**src/rtl/cmd_response_encoder.sv**
```systemverilog
// cmd_response_encoder: serialises one command-response descriptor and its
// optional 32-bit payload words into an 8-bit AXI-Stream Ethernet frame for
// the MAC TX FIFO. The frame is padded with zero bytes to the 60-byte minimum.
module cmd_response_encoder #(
  parameter logic [47:0] HOST_MAC_ADDR = 48'h985aebdb066f,
  parameter logic [47:0] FPGA_MAC_ADDR = 48'h5a0102030405,
  parameter int unsigned MAX_WORDS     = 64
) (
  input  logic        gtx_clk_bufg,
  input  logic        gtx_reset,
  input  logic        rsp_valid,
  output logic        rsp_ready,
  input  logic [1:0]  rsp_cmd_type,
  input  logic [7:0]  rsp_cmd_id,
  input  logic [7:0]  rsp_status,
  input  logic [7:0]  rsp_word_count,
  input  logic [31:0] pay_tdata,
  input  logic        pay_tvalid,
  output logic        pay_tready,
  output logic [7:0]  tx_axis_tdata,
  output logic        tx_axis_tvalid,
  output logic        tx_axis_tlast,
  input  logic        tx_axis_tready,
  output logic        frame_sent
);

  localparam logic [1:0] IDLE    = 2'd0;
  localparam logic [1:0] HDR     = 2'd1;
  localparam logic [1:0] PAYLOAD = 2'd2;
  localparam logic [1:0] PAD     = 2'd3;

  localparam logic [7:0] MAX_WORDS_B = 8'(MAX_WORDS);

  // Limit the requested word count to what one frame may carry.
  function automatic logic [7:0] clamp_words(input logic [7:0] wc);
    return (wc > MAX_WORDS_B) ? MAX_WORDS_B : wc;
  endfunction

  // Index of the final byte: max(24 + 4*nc, 60) - 1.
  function automatic logic [10:0] frame_last_idx(input logic [7:0] nc);
    logic [10:0] total;
    total = 11'd24 + {1'b0, nc, 2'b00};
    if (total < 11'd60) total = 11'd60;
    return total - 11'd1;
  endfunction

  // Header byte at a given index; every index past the header is a zero pad byte.
  function automatic logic [7:0] hdr_byte(input logic [10:0] idx,
                                          input logic [1:0]  ty,
                                          input logic [7:0]  id,
                                          input logic [7:0]  st,
                                          input logic [7:0]  nc,
                                          input logic [15:0] sq);
    logic [15:0] len;
    logic [7:0]  b;
    len = 16'd10 + {6'd0, nc, 2'b00};
    b   = 8'h00;
    case (idx)
      11'd0:  b = HOST_MAC_ADDR[47:40];
      11'd1:  b = HOST_MAC_ADDR[39:32];
      11'd2:  b = HOST_MAC_ADDR[31:24];
      11'd3:  b = HOST_MAC_ADDR[23:16];
      11'd4:  b = HOST_MAC_ADDR[15:8];
      11'd5:  b = HOST_MAC_ADDR[7:0];
      11'd6:  b = FPGA_MAC_ADDR[47:40];
      11'd7:  b = FPGA_MAC_ADDR[39:32];
      11'd8:  b = FPGA_MAC_ADDR[31:24];
      11'd9:  b = FPGA_MAC_ADDR[23:16];
      11'd10: b = FPGA_MAC_ADDR[15:8];
      11'd11: b = FPGA_MAC_ADDR[7:0];
      11'd12: b = len[15:8];
      11'd13: b = len[7:0];
      11'd14: b = sq[7:0];
      11'd15: b = sq[15:8];
      11'd16, 11'd17: b = ty[0] ? 8'h43 : 8'h46;
      11'd18, 11'd19: b = ty[1] ? 8'h57 : 8'h52;
      11'd20: b = id;
      11'd21: b = st;
      11'd22: b = nc;
      default: b = 8'h00;
    endcase
    return b;
  endfunction

  logic [1:0]  state;
  logic [15:0] seq;
  logic        rdy_q;
  logic [10:0] byte_cnt;
  logic [1:0]  byte_idx;
  logic        word_valid;
  logic [7:0]  words_taken;

  logic [1:0]  type_q;
  logic [7:0]  id_q;
  logic [7:0]  status_q;
  logic [7:0]  nc_q;
  logic [10:0] last_idx;
  logic [31:0] word_q;

  logic        rsp_fire;
  logic        tx_fire;
  logic        pay_fire;

  assign rsp_ready  = rdy_q;
  assign rsp_fire   = rsp_valid && rdy_q;
  assign tx_fire    = tx_axis_tvalid && tx_axis_tready;
  assign pay_tready = (state == PAYLOAD) && (words_taken < nc_q) &&
                      (!word_valid || ((byte_idx == 2'd3) && tx_axis_tready));
  assign pay_fire   = pay_tvalid && pay_tready;
  assign frame_sent = tx_fire && tx_axis_tlast;

  // Output byte select: header/pad bytes from the index, payload bytes from the word register.
  always_comb begin
    tx_axis_tvalid = 1'b0;
    tx_axis_tdata  = 8'h00;
    case (state)
      HDR, PAD: begin
        tx_axis_tvalid = 1'b1;
        tx_axis_tdata  = hdr_byte(byte_cnt, type_q, id_q, status_q, nc_q, seq);
      end
      PAYLOAD: begin
        tx_axis_tvalid = word_valid;
        case (byte_idx)
          2'd0:    tx_axis_tdata = word_q[7:0];
          2'd1:    tx_axis_tdata = word_q[15:8];
          2'd2:    tx_axis_tdata = word_q[23:16];
          default: tx_axis_tdata = word_q[31:24];
        endcase
      end
      default: ;
    endcase
    tx_axis_tlast = tx_axis_tvalid && (byte_cnt == last_idx);
  end

  // Descriptor fields and the payload word register (no reset needed).
  always_ff @(posedge gtx_clk_bufg) begin
    if (rsp_fire) begin
      type_q   <= rsp_cmd_type;
      id_q     <= rsp_cmd_id;
      status_q <= rsp_status;
      nc_q     <= clamp_words(rsp_word_count);
      last_idx <= frame_last_idx(clamp_words(rsp_word_count));
    end
    if (pay_fire) word_q <= pay_tdata;
  end

  // Frame sequencing FSM, byte counters and the response sequence number.
  always_ff @(posedge gtx_clk_bufg) begin
    if (gtx_reset) begin
      state       <= IDLE;
      seq         <= 16'h0000;
      rdy_q       <= 1'b0;
      byte_cnt    <= 11'd0;
      byte_idx    <= 2'd0;
      word_valid  <= 1'b0;
      words_taken <= 8'd0;
    end else begin
      rdy_q <= 1'b0;
      case (state)
        IDLE: begin
          rdy_q <= !rsp_fire;
          if (rsp_fire) begin
            state       <= HDR;
            byte_cnt    <= 11'd0;
            byte_idx    <= 2'd0;
            word_valid  <= 1'b0;
            words_taken <= 8'd0;
          end
        end
        HDR: begin
          if (tx_fire) begin
            byte_cnt <= byte_cnt + 11'd1;
            if (byte_cnt == 11'd23) state <= (nc_q != 8'd0) ? PAYLOAD : PAD;
          end
        end
        PAYLOAD: begin
          if (tx_fire) begin
            byte_cnt <= byte_cnt + 11'd1;
            byte_idx <= byte_idx + 2'd1;
            if ((byte_idx == 2'd3) && !pay_fire) word_valid <= 1'b0;
            if ((byte_idx == 2'd3) && (words_taken == nc_q)) state <= PAD;
          end
          if (pay_fire) begin
            word_valid  <= 1'b1;
            words_taken <= words_taken + 8'd1;
          end
        end
        default: begin
          if (tx_fire) byte_cnt <= byte_cnt + 11'd1;
        end
      endcase
      // The tlast handshake closes the frame from whichever state carries it.
      if (frame_sent) begin
        state <= IDLE;
        rdy_q <= 1'b1;
        seq   <= seq + 16'd1;
      end
    end
  end

endmodule
```
**config.mk**
```make
export PLATFORM = sky130hd
export DESIGN_NAME = cmd_response_encoder
export DESIGN_NICKNAME = d
export VERILOG_FILES = /design/src/rtl/cmd_response_encoder.sv
export SDC_FILE = /design/constraint.sdc
export NUM_CORES = 1
export LEC_CHECK = 0
export CORE_ASPECT_RATIO = 0.8
export CORE_MARGIN = 2
export CORE_UTILIZATION = 35
export DETAILED_ROUTE_END_ITERATION = 8
export PLACE_DENSITY = 0.54
export SKIP_CTS_REPAIR_TIMING = 1
export SYNTH_ARGS = -nofsm -noshare
export SYNTH_HDL_FRONTEND = slang
export SYNTH_SLANG_ARGS = --single-unit
```
**constraint.sdc**
```tcl
create_clock -name gtx_clk_bufg -period 4.1 [get_ports gtx_clk_bufg]
set_clock_uncertainty 0.15 [all_clocks]
set_input_delay 0.82 -clock gtx_clk_bufg [delete_from_list [all_inputs] [get_ports gtx_clk_bufg]]
set_output_delay 0.82 -clock gtx_clk_bufg [all_outputs]
set_load 0.02 [all_outputs]
```
==> results.json, run 1 <==
{
  "status": "finished clean",
  "gp_congestion": 0.873,
  "synth_cell_types": 68,
  "syn_to_final_growth_pct": 24.1,
  "ys_seq_area_frac": 0.481,
  "die_y_um": 120,
  "drc": 0,
  "layout-drive-gt1-share": 0.0841,
  "cpLargestDelayFamily": "compound AO/OA/AOI/OAI gates",
  "critPathMaxStageDelay_ps": 540,
  "yosys_warnings": 0,
  "rows": 42,
  "p_leak_nw": 2.56,
  "core_um2": 16500,
  "clk_path_buf_depth": 2,
  "grt_pass1_vias": 4682,
  "fillers": 1593,
  "synthCells": 584,
  "hold_viol": 0,
  "layout_min_cycle_time_ps": 3960,
  "dp_hpwl_mm": 12.3,
  "synth_top_area_cell": "edfxtp_1",
  "cp-start-kind": "flop",
  "portBuffers": 75,
  "dieArea_um2": 17900,
  "async_reset_ff_frac": 0,
  "path_cells": "inv_1 -> ha_4 -> o41ai_2 -> a32o_1 -> a31oi_2 -> and2_4 -> a22o_1 -> clkdlybuf4s50_1",
  "fin_tns_setup_ps": 0,
  "antenna_found_initial": 0,
  "clkSlewWorstSetupHoldPaths_ps": 70,
  "grtUsageMet3": 0.0361,
  "vias": 4915,
  "rsz0062_at_grt": "false",
  "synth-edff-count": 67,
  "start_util": 0.357,
  "use_met2": 0.276,
  "fin_util": 0.443,
  "cp-end-kind": "primary output",
  "arrival_ps": 2990,
  "ys_ff_latch": 108,
  "grt_busiest_layer": "met1",
  "p_per_area_nw_per_um2": 404,
  "holdWs_ps": 364,
  "use_met1": 0.286,
  "period_share": 0.965,
  "maxSlewHeadroom": 0.520,
  "layout_common_cells": "clkdlybuf4s50_1, edfxtp_1, nor2_1",
  "drtIter0Drc": 448,
  "grt_max_degree": 37,
  "grt_usage": 0.188,
  "cts_buffers": 9,
  "cp_max_fo": 13,
  "p_total_w": 0.00296,
  "ir_drop_uv": 211,
  "syn_avg_cell_area_um2": 10.1,
  "final_common_cell": "clkdlybuf4s50_1",
  "netlist.area_leader.share": 0.341,
  "synthFlopType": "edfxtp_1",
  "die_x_um": 149,
  "tightestPinTransition_ps": 712,
  "grt_pass1_wl_mm": 26.2,
  "globalRoute.totalOverflow": 0,
  "maxCapViolCount": 0,
  "hold_class": "flop to flop",
  "netlist_area_um2": 5890,
  "worst-path-buf-inv": 2,
  "wirelength_mm": 16.4,
  "slowest_stage": "clkdlybuf4s50_1",
  "antenna_left": 0,
  "cts.sinks": 108,
  "slew_violations": 0,
  "required_ps": 3130,
  "cts-root-buf": "clkbuf_16",
  "worst_skew_pair.late_latency_ps": 360,
  "first_pass_iters": 6,
  "synth_area_leaders": "edfxtp_1, dfxtp_1, ha_1",
  "wire_per_inst_um": 18.5,
  "io_pins": 76,
  "diodes": 0,
  "fin_nets": 751,
  "critPathKind": "flop to primary output",
  "cts.htree.levels": 3,
  "cts_tree": "done",
  "viasPerCell": 5.55,
  "fmax_ghz": 0.253,
  "setup_viol": 0
}
metrics by stage:
stage          instance area, µm²  instances  setup WS, ps
4_1_cts                      7240        886          -150
3_3_place_gp                 6940        870           310
6_report                     7310        886           144
5_1_grt                      7310        886          42.4
3_5_place_dp                 6940        870           234
2_1_floorplan                5900        586          67.8
power by group:
| part | switching, W | leakage [nW] | total (W) | internal [W] |
|---|---|---|---|---|
| combinational | 0.000452 | 1.48 | 0.000738 | 0.000286 |
| clock | 0.000408 | 0.141 | 0.000888 | 0.000481 |
| sequential | 0.0000625 | 0.944 | 0.00133 | 0.00127 |
worst register-to-register path: cells and delay by family (launching register included):
family                     cells  cell delay [ps]
buffers and inverters          1              130
DFF                            1              550
and+or+nand+nor                2              700
AOI/OAI and AO/OA              4              890
adders and majority gates      1              310
synth_stat cells, types with 7 or more instances:
cell type  instances
dfxtp_1           41
xnor2_1           22
ha_1              27
o21ai_0           29
nand2_1           39
a22oi_1            9
nand4_1           15
xor2_1            22
nor2_1            59
nor3_1            11
clkbuf_1          20
or3_1              7
a22o_1            10
edfxtp_1          67
nand3_1           22
a31oi_1            7
a222oi_1          15
and2_1            11
inv_1             32
a21oi_1           19
final timing paths:
path	slack [ps]	endpoint	cells past startpoint	from
max reg2reg	1300	words_taken[5]$_SDFFE_PP0P_	8	nc_q[1]$_DFFE_PP_
min	360	words_taken[7]$_SDFFE_PP0P_	2	words_taken[7]$_SDFFE_PP0P_
max	140	tx_axis_tdata[3]	8	byte_cnt[1]$_SDFFE_PP0P_
min reg2reg	360	words_taken[7]$_SDFFE_PP0P_	2	words_taken[7]$_SDFFE_PP0P_
routing by layer:
layer	up-vias	wire length, µm
met5	-	0
li1	2344	-
met2	169	7000
met3	13	1020
met4	0	170
met1	2389	8180
flip-flops by register name, indices dropped and copies added, names as in the netlist:
register,flops
words_taken,8
status_q,8
state,2
nc_q,8
rsp_ready,1
byte_cnt,11
last_idx,9
seq,16
word_valid,1
id_q,8
type_q,2
byte_idx,2
word_q,32
logic make-up (layout without fill, tap and decap cells):
family,Yosys count,count (layout),synth area share
compound gates,139,139,0.176
xor+xnor,44,44,0.0654
fa+ha+maj,27,27,0.0573
buf+inv,64,144,0.0450
flops,108,108,0.481
mux,4,4,0.00722
other cells,1,3,0.000636
simple gates,197,197,0.168
final cells by class:
cell class | count | area (µm²) | area share
inverters | 33 | 128 | 0.0175
clock inverters | 6 | 73.8 | 0.0101
flip-flops and latches | 108 | 2830 | 0.388
multi-input cells | 414 | 2870 | 0.392
repair buffers | 95 | 903 | 0.124
well taps | 220 | 275 | 0.0376
clock buffers | 10 | 229 | 0.0313
Power figures use the tool's default switching activity.
==> inputs of run 2 (changes only) <==
--- a/config.mk
+++ b/config.mk
@@ -11,2 +11,3 @@
 export DETAILED_ROUTE_END_ITERATION = 8
+export GPL_TIMING_DRIVEN = 0
 export PLACE_DENSITY = 0.54
--- a/constraint.sdc
+++ b/constraint.sdc
@@ -4,2 +4,2 @@
 set_output_delay 0.82 -clock gtx_clk_bufg [all_outputs]
-set_load 0.02 [all_outputs]
+set_load 0.1 [all_outputs]
==> results.json, run 2 (synthesis results as in run 1) <==
{
  "seq_power_share": 0.431,
  "tightestPinTransition_ps": 963,
  "final_common_cell": "edfxtp_1",
  "worst-r2r-setup-slack_ps": 1000,
  "dp_hpwl_mm": 12.5,
  "grt_pass1_vias": 4856,
  "cts_tree": "done",
  "drtIter0Drc": 450,
  "setup_viol": 0,
  "slowest_stage": "buf_2",
  "syn_to_final_growth_pct": 23.2,
  "cp-end-kind": "primary output",
  "cts-root-buf": "clkbuf_16",
  "clkSlewWorstSetupHoldPaths_ps": 70,
  "gp_congestion": 0.913,
  "grt_pass1_wl_mm": 26.7,
  "cts.sinks": 108,
  "portBuffers": 74,
  "vias": 4964,
  "layout-drive-gt1-share": 0.0871,
  "arrival_ps": 2980,
  "largest_reg_flops": 32,
  "grtUsageMet3": 0.0433,
  "worst-path-buf-inv": 3,
  "layout_common_cells": "edfxtp_1, clkdlybuf4s50_1, nor2_1",
  "netSwitchingFraction": 0.333,
  "use_met1": 0.296,
  "antenna_found_initial": 0,
  "fillers": 1593,
  "reg_top3": "word_q x32, seq x16, byte_cnt x11",
  "fin_nets": 762,
  "hold_viol": 0,
  "cpLargestDelayFamily": "compound AO/OA/AOI/OAI gates",
  "diodes": 0,
  "p_int_w": 0.00207,
  "fmax_ghz": 0.253,
  "cp-start-kind": "flop",
  "critPathMaxStageDelay_ps": 430,
  "use_met2": 0.274,
  "grt_busiest_layer": "met1",
  "multiInputGateArea_um2": 2840,
  "grt_usage": 0.194,
  "wire_per_inst_um": 18.3,
  "critPathKind": "flop to primary output",
  "layout_min_cycle_time_ps": 3950,
  "first_pass_iters": 5,
  "crit_path_start": "byte_cnt[2]$_SDFFE_PP0P_",
  "wirelength_mm": 16.4,
  "start_util": 0.357,
  "die_x_um": 149,
  "cp_max_fo": 10,
  "clk_path_buf_depth": 2,
  "required_ps": 3130,
  "p_leak_nw": 2.61,
  "status": "finished clean",
  "hold_class": "flop to flop",
  "p_per_area_nw_per_um2": 427,
  "io_pins": 76,
  "drc": 0,
  "ir_drop_uv": 222,
  "antenna_left": 0,
  "path_cells": "buf_2 -> nor2_1 -> o41ai_2 -> a32o_1 -> a31oi_1 -> and2_1 -> buf_2 -> a22o_1 -> buf_2",
  "min-delay-start": "words_taken[7]$_SDFFE_PP0P_",
  "viasPerCell": 5.53,
  "stdcell_count": 897,
  "worst_skew_pair.late_latency_ps": 350,
  "rows": 42,
  "power_frac_comb": 0.273,
  "place_inst": 882,
  "slew_violations": 0,
  "grt_max_degree": 38,
  "clkPwrFrac": 0.295,
  "globalRoute.totalOverflow": 0,
  "cts_buffers": 9,
  "core_um2": 16500,
  "dieArea_um2": 17900,
  "power.switching_w": 0.00103,
  "maxSlewHeadroom": 0.356,
  "p_total_w": 0.00310,
  "die_y_um": 120,
  "regMostFlops": "word_q",
  "cts.htree.levels": 3,
  "seq_area_um2": 2830,
  "period_share": 0.963,
  "holdWs_ps": 352,
  "critPathMostFrequentCell": "buf_2",
  "maxCapViolCount": 0,
  "r2r_start": "nc_q[1]$_DFFE_PP_"
}
==> run 2: area by class of cell <==
| type | instances | share of cell area |
|---|---|---|
| inverter | 33 | 0.0171 |
| clock buffer | 12 | 0.0326 |
| clock inverter | 4 | 0.0102 |
| timing repair buffer | 76 | 0.100 |
| sequential | 108 | 0.390 |
| tap | 220 | 0.0379 |
| buffer | 30 | 0.0203 |
| multi-input combinational | 414 | 0.391 |
==> run 2: metal layers <==
layer	part of all wire	up-vias	wire length, µm
li1	-	2373	-
met5	0	-	0
met2	0.43	179	7020
met4	0.013	0	221
met1	0.49	2394	8090
met3	0.067	18	1100
==> run 2: worst register-to-register path, stage by stage (launching register included) <==
cell      delay, ps
edfxtp_1        520
inv_1           150
ha_1            310
nor2b_1         130
o211ai_1        170
a21oi_1         190
nor3_2          760
buf_6           260
buf_6           180
==> run 2: worst paths after layout <==
kind	end	cells after the start
hold / removal	words_taken[7]$_SDFFE_PP0P_	2
setup reg to reg	word_q[31]$_DFFE_PP_	8
hold reg to reg	words_taken[7]$_SDFFE_PP0P_	2
setup / recovery	tx_axis_tdata[7]	9
==> run 2: power groups by stage <==
stage	combinational, W	sequential [W]	clock (W)
2_1_floorplan	0.000561	0.00136	0
3_3_place_gp	0.000834	0.00136	0
3_5_place_dp	0.000852	0.00136	0
4_1_cts	0.000857	0.00134	0.000955
5_1_grt	0.000922	0.00135	0.000997
6_report	0.000848	0.00134	0.000916
==> run 2: per-stage QoR <==
step	utilization	setup slack, ps	TNS [ps]	area (µm²)
6_report	0.440	150	0	7260
5_1_grt	0.440	-32.2	-137	7260
4_1_cts	0.441	-917	-8120	7270
3_5_place_dp	0.422	-547	-4570	6960
3_3_place_gp	0.420	-1430	-50080	6930
2_1_floorplan	-	9.95	0	5920
